<file path="src/rtl/ppc_types.sv">
// Shared types for the data-memory request path.
// Size encoding, pending-entry bundle and lane helpers.
package ppc_types;

    typedef enum logic [0:1] {
        SIZE_BYTE = 2'b00,
        SIZE_HALF = 2'b01,
        SIZE_WORD = 2'b10
    } mem_size_t;

    localparam int RS_ID_MAX = 8;

    typedef struct packed {
        logic [RS_ID_MAX-1:0] rs_id;
        logic [1:0]           size;
        logic                 sign_ext;
        logic                 is_store;
    } pending_entry_t;

    function automatic logic [3:0] size_mask(input logic [1:0] size);
        logic [3:0] m;
        m = 4'b1111;
        unique case (1'b1)
            (size == SIZE_BYTE): m = 4'b1000;
            (size == SIZE_HALF): m = 4'b1100;
            default:             m = 4'b1111;
        endcase
        return m;
    endfunction

    function automatic logic [31:0] store_align(
        input logic [1:0]  size,
        input logic [31:0] d
    );
        logic [31:0] r;
        r = d;
        unique case (1'b1)
            (size == SIZE_BYTE): r = {d[7:0], 24'b0};
            (size == SIZE_HALF): r = {d[15:0], 16'b0};
            default:             r = d;
        endcase
        return r;
    endfunction

    function automatic logic [31:0] load_extract(
        input logic [1:0]  size,
        input logic        sext,
        input logic [31:0] rd
    );
        logic [31:0] r;
        r = rd;
        unique case (1'b1)
            (size == SIZE_BYTE):
                r = {{24{sext & rd[31]}}, rd[31:24]};
            (size == SIZE_HALF):
                r = {{16{sext & rd[31]}}, rd[31:16]};
            default:
                r = rd;
        endcase
        return r;
    endfunction

endpackage

</file>
<file path="src/rtl/pending_fifo.sv">
// In-order tracker of outstanding memory requests.
// Power-of-two depth so pointers wrap naturally.
module pending_fifo #(
    parameter int WIDTH = 8,
    parameter int DEPTH = 4
) (
    input  logic                   clk,
    input  logic                   rst,
    input  logic                   push,
    input  logic                   pop,
    input  logic [WIDTH-1:0]       din,
    output logic [WIDTH-1:0]       dout,
    output logic                   empty,
    output logic                   full,
    output logic [$clog2(DEPTH):0] count
);
    localparam int PW = $clog2(DEPTH);
    localparam int CW = PW + 1;

    logic [WIDTH-1:0] slots [DEPTH];
    logic [PW-1:0]    wr_ptr;
    logic [PW-1:0]    rd_ptr;
    logic             do_push;
    logic             do_pop;

    assign empty   = (count == '0);
    assign full    = (count == CW'(DEPTH));
    assign do_push = push && !full;
    assign do_pop  = pop && !empty;
    assign dout    = slots[rd_ptr];

    always_ff @(posedge clk) begin
        if (do_push) begin
            slots[wr_ptr] <= din;
        end
    end

    always_ff @(posedge clk or negedge rst) begin
        if (!rst) begin
            wr_ptr <= '0;
            rd_ptr <= '0;
            count  <= '0;
        end else begin
            if (do_push) begin
                wr_ptr <= wr_ptr + 1'b1;
            end
            if (do_pop) begin
                rd_ptr <= rd_ptr + 1'b1;
            end
            count <= count + CW'(do_push) - CW'(do_pop);
        end
    end

endmodule

</file>
<file path="src/rtl/load_store_requester.sv">
// Load/store initiator: formats requests to data_mem and
// turns in-order responses into GPR results.
module load_store_requester
    import ppc_types::*;
#(
    parameter int RS_ID_WIDTH   = 5,
    parameter int PENDING_DEPTH = 4
) (
    input  logic                   clk,
    input  logic                   rst,
    input  logic                   op_valid,
    output logic                   op_ready,
    input  logic [RS_ID_WIDTH-1:0] op_rs_id,
    input  logic [4:0]             op_reg_addr,
    input  logic [31:0]            op_address,
    input  logic [1:0]             op_size,
    input  logic                   op_is_store,
    input  logic                   op_sign_ext,
    input  logic [31:0]            op_store_data,
    output logic                   mem_valid,
    input  logic                   mem_ready,
    output logic [RS_ID_WIDTH-1:0] mem_rs_id,
    output logic [4:0]             mem_reg_addr,
    output logic [31:0]            mem_address,
    output logic [3:0]             mem_write_en,
    output logic [31:0]            mem_write_data,
    output logic [3:0]             mem_read_en,
    input  logic                   rsp_valid,
    output logic                   rsp_ready,
    input  logic [RS_ID_WIDTH-1:0] rsp_rs_id,
    input  logic [4:0]             rsp_reg_addr,
    input  logic [31:0]            rsp_read_data,
    output logic                   res_valid,
    input  logic                   res_ready,
    output logic [RS_ID_WIDTH-1:0] res_rs_id,
    output logic [4:0]             res_reg_addr,
    output logic [31:0]            res_data,
    output logic                   protocol_err
);
    localparam int CW = $clog2(PENDING_DEPTH) + 1;

    logic           en_q;
    logic           fifo_empty;
    logic           fifo_full;
    logic [CW-1:0]  fifo_count;
    logic           can_push;
    pending_entry_t push_entry;
    pending_entry_t head;
    logic           op_fire;
    logic           rsp_fire;
    logic           pop;
    logic           load_rsp;
    logic           id_bad;
    logic [3:0]     mask;

    assign can_push = !fifo_full
                   && (fifo_count < CW'(PENDING_DEPTH));
    assign op_ready = en_q && (!mem_valid || mem_ready)
                   && can_push;
    // Stray responses are drained even when a result is stalled.
    assign rsp_ready = en_q
                    && (!res_valid || res_ready || fifo_empty);

    assign op_fire  = op_valid && op_ready;
    assign rsp_fire = rsp_valid && rsp_ready;
    assign pop      = rsp_fire && !fifo_empty;
    assign load_rsp = pop && !head.is_store;
    assign id_bad   = head.rs_id != RS_ID_MAX'(rsp_rs_id);
    assign mask     = size_mask(op_size);

    always_comb begin
        push_entry          = '0;
        push_entry.rs_id    = RS_ID_MAX'(op_rs_id);
        push_entry.size     = op_size;
        push_entry.sign_ext = op_sign_ext;
        push_entry.is_store = op_is_store;
    end

    pending_fifo #(
        .WIDTH ($bits(pending_entry_t)),
        .DEPTH (PENDING_DEPTH)
    ) u_pending (
        .clk   (clk),
        .rst   (rst),
        .push  (op_fire),
        .pop   (pop),
        .din   (push_entry),
        .dout  (head),
        .empty (fifo_empty),
        .full  (fifo_full),
        .count (fifo_count)
    );

    always_ff @(posedge clk or negedge rst) begin
        if (!rst) begin
            en_q           <= 1'b0;
            mem_valid      <= 1'b0;
            mem_rs_id      <= '0;
            mem_reg_addr   <= '0;
            mem_address    <= '0;
            mem_write_en   <= '0;
            mem_write_data <= '0;
            mem_read_en    <= '0;
        end else begin
            en_q <= 1'b1;
            if (op_fire) begin
                mem_valid    <= 1'b1;
                mem_rs_id    <= op_rs_id;
                mem_reg_addr <= op_reg_addr;
                mem_address  <= op_address;
                if (op_is_store) begin
                    mem_write_en   <= mask;
                    mem_read_en    <= 4'b0000;
                    mem_write_data <= store_align(op_size,
                                                  op_store_data);
                end else begin
                    mem_write_en   <= 4'b0000;
                    mem_read_en    <= mask;
                    mem_write_data <= '0;
                end
            end else if (mem_ready) begin
                mem_valid <= 1'b0;
            end
        end
    end

    always_ff @(posedge clk or negedge rst) begin
        if (!rst) begin
            res_valid    <= 1'b0;
            res_rs_id    <= '0;
            res_reg_addr <= '0;
            res_data     <= '0;
            protocol_err <= 1'b0;
        end else begin
            if (load_rsp) begin
                res_valid    <= 1'b1;
                res_rs_id    <= head.rs_id[RS_ID_WIDTH-1:0];
                res_reg_addr <= rsp_reg_addr;
                res_data     <= load_extract(head.size,
                                             head.sign_ext,
                                             rsp_read_data);
            end else if (res_ready) begin
                res_valid <= 1'b0;
            end
            if (rsp_fire && (fifo_empty || id_bad)) begin
                protocol_err <= 1'b1;
            end
        end
    end

endmodule

</file>
<file path="config.mk">
export PLATFORM = sky130hd
export DESIGN_NAME = load_store_requester
export DESIGN_NICKNAME = d
export VERILOG_FILES = /design/src/rtl/ppc_types.sv /design/src/rtl/pending_fifo.sv /design/src/rtl/load_store_requester.sv
export SDC_FILE = /design/constraint.sdc
export NUM_CORES = 1
export LEC_CHECK = 0
export CAP_MARGIN = 20
export CORE_MARGIN = 2
export CORE_UTILIZATION = 55
export CTS_CLUSTER_SIZE = 10
export DETAILED_ROUTE_END_ITERATION = 10
export DONT_BUFFER_PORTS = 1
export GPL_ROUTABILITY_DRIVEN = 0
export PLACE_DENSITY = 0.81
export REMOVE_ABC_BUFFERS = 1
export SETUP_SLACK_MARGIN = 0.15
export SYNTH_ARGS = -nofsm -noshare
export SYNTH_HDL_FRONTEND = slang
export SYNTH_SLANG_ARGS = --single-unit
</file>
<file path="constraint.sdc">
create_clock -name clk -period 2 [get_ports clk]
set_input_delay 0.3 -clock clk [delete_from_list [all_inputs] [get_ports clk]]
set_output_delay 0.3 -clock clk [all_outputs]
set_load 0.01 [all_outputs]
</file>
# [After elaboration in Yosys (flattened, before gate mapping)]
# Memory sizes are Yosys's and may differ from the RTL's.
# Index checks and enable logic that the tools add are counted.
[word_totals] regBits=135 mem_bits_rw=36 inputBits=126 output_inout_bits=129 wordCells=64 n_memories=1
[op_classes] addsub=4 n_lt_le_gt_ge=1 eq_ne=4 n_mux=12 n_bitwise=1 reduce_logical=25
[memory_table] name="u_pending.slots" depth=4 word_bits=9 rd=1 rd_ports_with_merged_regs=0 write_ports=1 line="pending_fifo.sv:20" source="logic [WIDTH-1:0] slots [DEPTH];"
[ops] operator="one-hot mux 32 bit (2 select lines)" n=2
[ops] operator="2-to-1 mux 32 bit" n=1
[ops] operator="logical AND 1 bit" n=11
[ops] operator="2-to-1 mux 4 bit" n=2
[ops] operator="inequality test 8 x 5 -> 1 bit" n=1
[ops] operator="2-to-1 mux 1 bit" n=6
[ops] operator="one-hot mux 3 bit (2 select lines)" n=1
[ops] operator="zero test 1 bit" n=5
[ops] operator="adder 2 x 1 -> 2 bit (second input constant)" n=2
[ops] operator="equality test 2 x 1 -> 1 bit (second input constant)" n=2
[ops] operator="zero test 2 bit" n=2
[ops] operator="logical OR 1 bit" n=4
[ops] operator="nonzero test 2 bit" n=2
[ops] operator="adder 3 x 1 -> 3 bit" n=1
[ops] operator="equality test 3 bit (second input constant)" n=1
[ops] operator="zero test 3 bit" n=1
[ops] operator="less-than comparator 3 bit (second input constant)" n=1
[ops] operator="subtractor 3 x 1 -> 3 bit" n=1
[ops] operator="bitwise AND 1 bit" n=1

# [Longest topological paths before layout]
[depth] ltp_word=8 ltp_mapped=8 ltp_nobuf=8

# [By module]
# A second synthesis with hierarchy kept.
[unflattened] cells_unflattened=555 area_unflattened_um2=7980.2
[by_module_without_submodules] mod="load_store_requester" n_inst=1 cells_per_inst=451 area_each_um2=5748.0 seq_area_each_um2=3153.0
[by_module_without_submodules] mod="pending_fifo" n_inst=1 cells_per_inst=104 area_each_um2=2232.1 seq_area_each_um2=1616.6

# [Worst setup path before layout]
# OpenSTA, ideal clock, no wires.
[synth_path] path_kind="reg2reg" from="register u_pending.count[0]" to="register u_pending.count[2]" setup_ps=123 arrival_time_ps=2000 t_required_ps=1877 path_slack_ps=-122 stages_incl_launch_ff=9 path_buffers=0 synth_period_minus_slack_ps=2122 cell_sequence="dfrtp_1 > nor3_1 > nor3_1 > ha_1 > inv_1 > ha_1 > fa_1 > xnor2_1 > xnor2_1"
[synth_via] word_cells_on_any_way=16 classes_between="add/sub (2); order compare (1); eq/ne (1); reduce/logical (12)"
[synth_lines] element="start, declared" line="pending_fifo.sv:15" source="output logic [$clog2(DEPTH):0] count"
[synth_lines] element="start signal, assigned" line="pending_fifo.sv:50" source="count <= count + CW'(do_push) - CW'(do_pop);"
[synth_lines] element="zero test 3 bit (*)" line="pending_fifo.sv:26" source="assign empty = (count == '0);"
[synth_lines] element="logical OR 1 bit" line="load_store_requester.sv:62" source="&& (!res_valid || res_ready || fifo_empty);"
[synth_lines] element="logical AND 1 bit" line="load_store_requester.sv:62"
[synth_lines] element="logical AND 1 bit" line="load_store_requester.sv:65" source="assign rsp_fire = rsp_valid && rsp_ready;"
[synth_lines] element="logical AND 1 bit" line="load_store_requester.sv:66" source="assign pop = rsp_fire && !fifo_empty;"
[synth_lines] element="logical AND 1 bit (*)" line="pending_fifo.sv:29" source="assign do_pop = pop && !empty;"
[synth_lines] element="via u_pending.do_pop" line="pending_fifo.sv:24" source="logic do_pop;"
[synth_lines] element="subtractor 3 x 1 -> 3 bit (*)" line="pending_fifo.sv:50"
# Mark *: on every way through the listed nets, which the timed path passes. The rest lies on a longest branch.
# A chain may end at the register's enable or synchronous reset.

# [Worst setup path in the final report]
[layout_path] from="register u_pending.count[2]" to="register u_pending.count[2]"
# The elaborated chain is that of the path after synthesis.

==> impl_metrics.py <==
metrics = {
    "run_status": {
        "status": "finished with violations",
        "violations": "negative hold slack, negative setup slack",
    },
    "power_and_ir_drop": {
        "p_per_area_nw_per_um2": 1540,
        "p_leak_nw": 4.04,
        "vdd_drop_max_mv": 0.704,
        "finalPower_mw": 13.9,
    },
    "global_route": {
        "grt_max_degree": 134,
        "grt_pass1_vias": 5126,
        "antenna_found_initial": 0,
        "grt_pass1_wl_mm": 25.9,
        "grtUsageTotal_pct": 25.0,
        "overflow": 0,
    },
    "worst_setup_path": {
        "slowest_stage": "dfrtp_1",
        "crit_buf_inv": 1,
        "critPathLaunchType": "register",
        "cpPeakStageDelay_ns": 0.42,
        "cp_top_family": "adder cells",
        "crit_fanout": 2,
        "required_ns": 2.31,
        "crit_chain": "nor3_4 -> nor3_2 -> ha_1 -> inv_1 -> ha_2 -> fa_2 -> xnor2_2 -> xnor2_1",
        "worstSetupEndpointType": "register",
        "crit_arrival_ns": 2.32,
        "crit_type": "register to register",
    },
    "drt": {
        "drc": 0,
        "drt_iter0_drc": 454,
        "vias_per_cell": 6.01,
        "wl_per_cell_um": 21.9,
        "drt-pass1-iter-count": 7,
        "antenna_left": 0,
        "routed_wl_mm": 19.7,
        "dr_total_vias": 5395,
    },
    "die": {
        "ioPinCount": 255,
        "coreArea_sq_um": 12500,
        "start_util_pct": 56.1,
        "dieHeight_um": 117,
        "fp-row-count": 41,
        "die_x_um": 117,
        "dieArea_sq_um": 13700,
    },
    "synth": {
        "synth_edf_count": 36,
        "synth-seq-area-share_pct": 62.8,
        "ys_warn_count": 0,
        "yosys.area.top_type": "dfrtp_1",
        "ys_types": 39,
        "synth.cell_area_sq_um": 7020,
        "synth-seq-cells": 169,
        "ys.flop_type": "dfrtp_1",
        "synth_area_per_cell_sq_um": 11.0,
        "syn-instance-count": 636,
        "synth_top_area_share_pct": 47.4,
        "synth_area_leaders": "dfrtp_1 47%, edfxtp_1 15%, nand2_1 11%",
        "async_flop_share_pct": 78.7,
    },
    "worst_hold_path": {
        "hold_class": "primary input to async pin",
    },
    "finish": {
        "final_nets": 844,
        "areaGrowthSynthToFinish_pct": 28.6,
        "final_layout_size_suffix_gt1_share_pct": 18.9,
        "seqCellArea_sq_um": 4410,
        "fillCellCount": 734,
        "multi_input_area_sq_um": 2640,
    },
    "clocking": {
        "root_buffer": "clkbuf_16",
        "clock_path_buffers": 2,
        "clkTransAtPathRegs_ns": 0.07,
        "clkSinkCount": 169,
        "cts_tree": "done",
        "cts_buffers": 17,
        "clk_latency_ns": 0.42,
        "htree_levels": 4,
    },
    "timing": {
        "period_share_pct": 101,
        "fin_skew_ns": 0.0100,
        "timing.hold.ws_ns": -0.435,
        "setup_violations": 3,
        "drv_slew": 0,
        "period_minus_slack_ns": 2.01,
        "timing.final.ws_setup_ns": -0.0138,
        "fmax_ghz": 0.497,
        "hold_viol_final": 133,
        "rsz0062_at_grt": "true",
    },
    "placement": {
        "io_buffers": 0,
        "hpwlAfterDp_mm": 10.8,
    },
    "run": {
        "maxCapViolCount": 0,
    },
}
[what timing repair did]
item | CTS | global route
hold buffers | 64 | 1
buffers inserted | 3 | 5
endpoints found under the setup margin | 92 | 135
resized for setup | 12 | 95
gates cloned | 0 | 4
pin swaps | 2 | 14
endpoints found under the hold margin | 231 | 134
[placed cells by master (no fill, tap or decap), types with 2 or more instances in the layout]
cell type	synthesis	layout
nand2_1	201	187
nor2_2	0	2
ha_1	6	5
dfrtp_2	0	2
a21oi_1	19	11
nor2_1	40	28
o21ai_1	0	8
clkbuf_16	0	19
clkinvlp_2	0	2
mux2_4	0	8
bufinv_16	0	6
buf_6	0	5
nor2_4	0	10
a22o_1	24	24
mux2i_1	16	15
a21oi_2	0	8
nor2b_2	0	2
dfrtp_1	133	131
clkinv_4	0	2
buf_8	0	6
nand2_2	0	13
dlygate4sd3_1	0	65
edfxtp_1	36	36
xor2_1	5	5
xnor2_1	4	3
a22oi_1	16	16
inv_6	0	3
mux4_2	10	10
and2_2	0	4
nor2b_1	7	5
buf_4	4	16
buf_12	0	4
nand2b_1	3	3
inv_1	7	7
a31oi_1	15	15
o21ai_0	23	14
[sequential cells by signal (all words and copies together) (netlist names)]
| name | cells |
|---|---|
| res_rs_id | 5 |
| u_pending.count | 3 |
| mem_valid | 1 |
| u_pending.slots | 36 |
| mem_read_en | 3 |
| res_valid | 1 |
| protocol_err | 1 |
| res_data | 32 |
| mem_write_data | 32 |
| u_pending.rd_ptr | 2 |
| mem_reg_addr | 5 |
| mem_write_en | 3 |
| u_pending.wr_ptr | 2 |
| mem_address | 32 |
| res_reg_addr | 5 |
| en_q | 1 |
| mem_rs_id | 5 |
[through the flow]
step | utilization, % | instance area [sq um] | TNS [ns] | setup WS (ns) | std cells
2_1_floorplan | - | 6830 | -429.40 | -4.02 | 594
3_3_place_gp | 57.8 | 7230 | 0 | 0.0397 | 787
3_5_place_dp | 57.8 | 7230 | -0.0671 | -0.0671 | 787
4_1_cts | 68.7 | 8600 | 0 | 0.0000362 | 886
5_1_grt | 72.1 | 9020 | -0.356 | -0.0686 | 896
6_report | 72.1 | 9030 | -0.0294 | -0.0138 | 897
[cell usage after synthesis, types with 2 or more instances]
cell type    n
inv_1        7
nand2_1    201
edfxtp_1    36
nor2_1      40
a21oi_1     19
nand2b_1     3
dfrtp_1    133
clkbuf_1    24
o21ai_0     23
xnor2_1      4
buf_1        3
nor3_1       2
xor2_1       5
buf_2       10
a22o_1      24
mux2i_1     16
buf_4        4
nor4_1       2
mux4_2      10
a22oi_1     16
nor2b_1      7
ha_1         6
and2_1       4
a31oi_1     15
mux2_2       8
[power by group]
group	total, mW	switching, mW	internal, mW	leakage, nW
logic	3.79	1.96	1.83	1.74
registers	6.39	1.62	4.76	1.98
clock network	3.73	1.37	2.35	0.324
[layout make-up]
cell class / instances / area share [%]
sequential: 169 / 48.9
multi-input combinational: 417 / 29.3
timing repair buffer: 98 / 11.6
clock buffer: 17 / 4.71
clock inverter: 15 / 2.72
tap: 172 / 2.38
inverter: 8 / 0.388
antenna: 1 / 0.0277
[final timing paths]
| kind | from | endpoint | slack [ns] | cells past startpoint |
|---|---|---|---|---|
| min in group clk | op_store_data[14] | mem_write_data[14] | 0.02 | 1 |
| worst max-delay path | u_pending.count[2] | u_pending.count[2] | -0.01 | 8 |
| max in group asynchronous | rst | en_q | 2.14 | 0 |
| worst max register to register | u_pending.count[2] | u_pending.count[2] | -0.01 | 8 |
| worst min register to register | res_reg_addr[0] | res_reg_addr[0] | 0.55 | 2 |
| worst min-delay path | rst | res_reg_addr[1] | -0.44 | 0 |
[cells by family (layout without fill, tap and decap cells)]
group	after synthesis	after routing	share of synthesized area (%)
multiplexers	34	34	6.78
AND/OR/NAND/NOR	265	265	15.1
XOR/XNOR	9	9	1.12
AO/OA/AOI/OAI	101	101	9.66
flip-flops	169	169	62.8
adder cells (fa/ha/maj)	7	7	1.36
other	1	2	0.0534
buffers and inverters	50	138	3.08
[per-layer routing]
| layer | share of wire [%] | GRT usage, % | vias to the layer above | routed length (um) |
|---|---|---|---|---|
| met5 | 0 | 0 | - | 0 |
| met4 | 2.9 | 7.84 | 0 | 563 |
| met3 | 12 | 9.89 | 55 | 2270 |
| met2 | 51 | 43.1 | 383 | 9940 |
| met1 | 35 | 28.8 | 2653 | 6890 |
| li1 | - | - | 2304 | - |
Note: power is estimated with default switching activity, not from simulation.
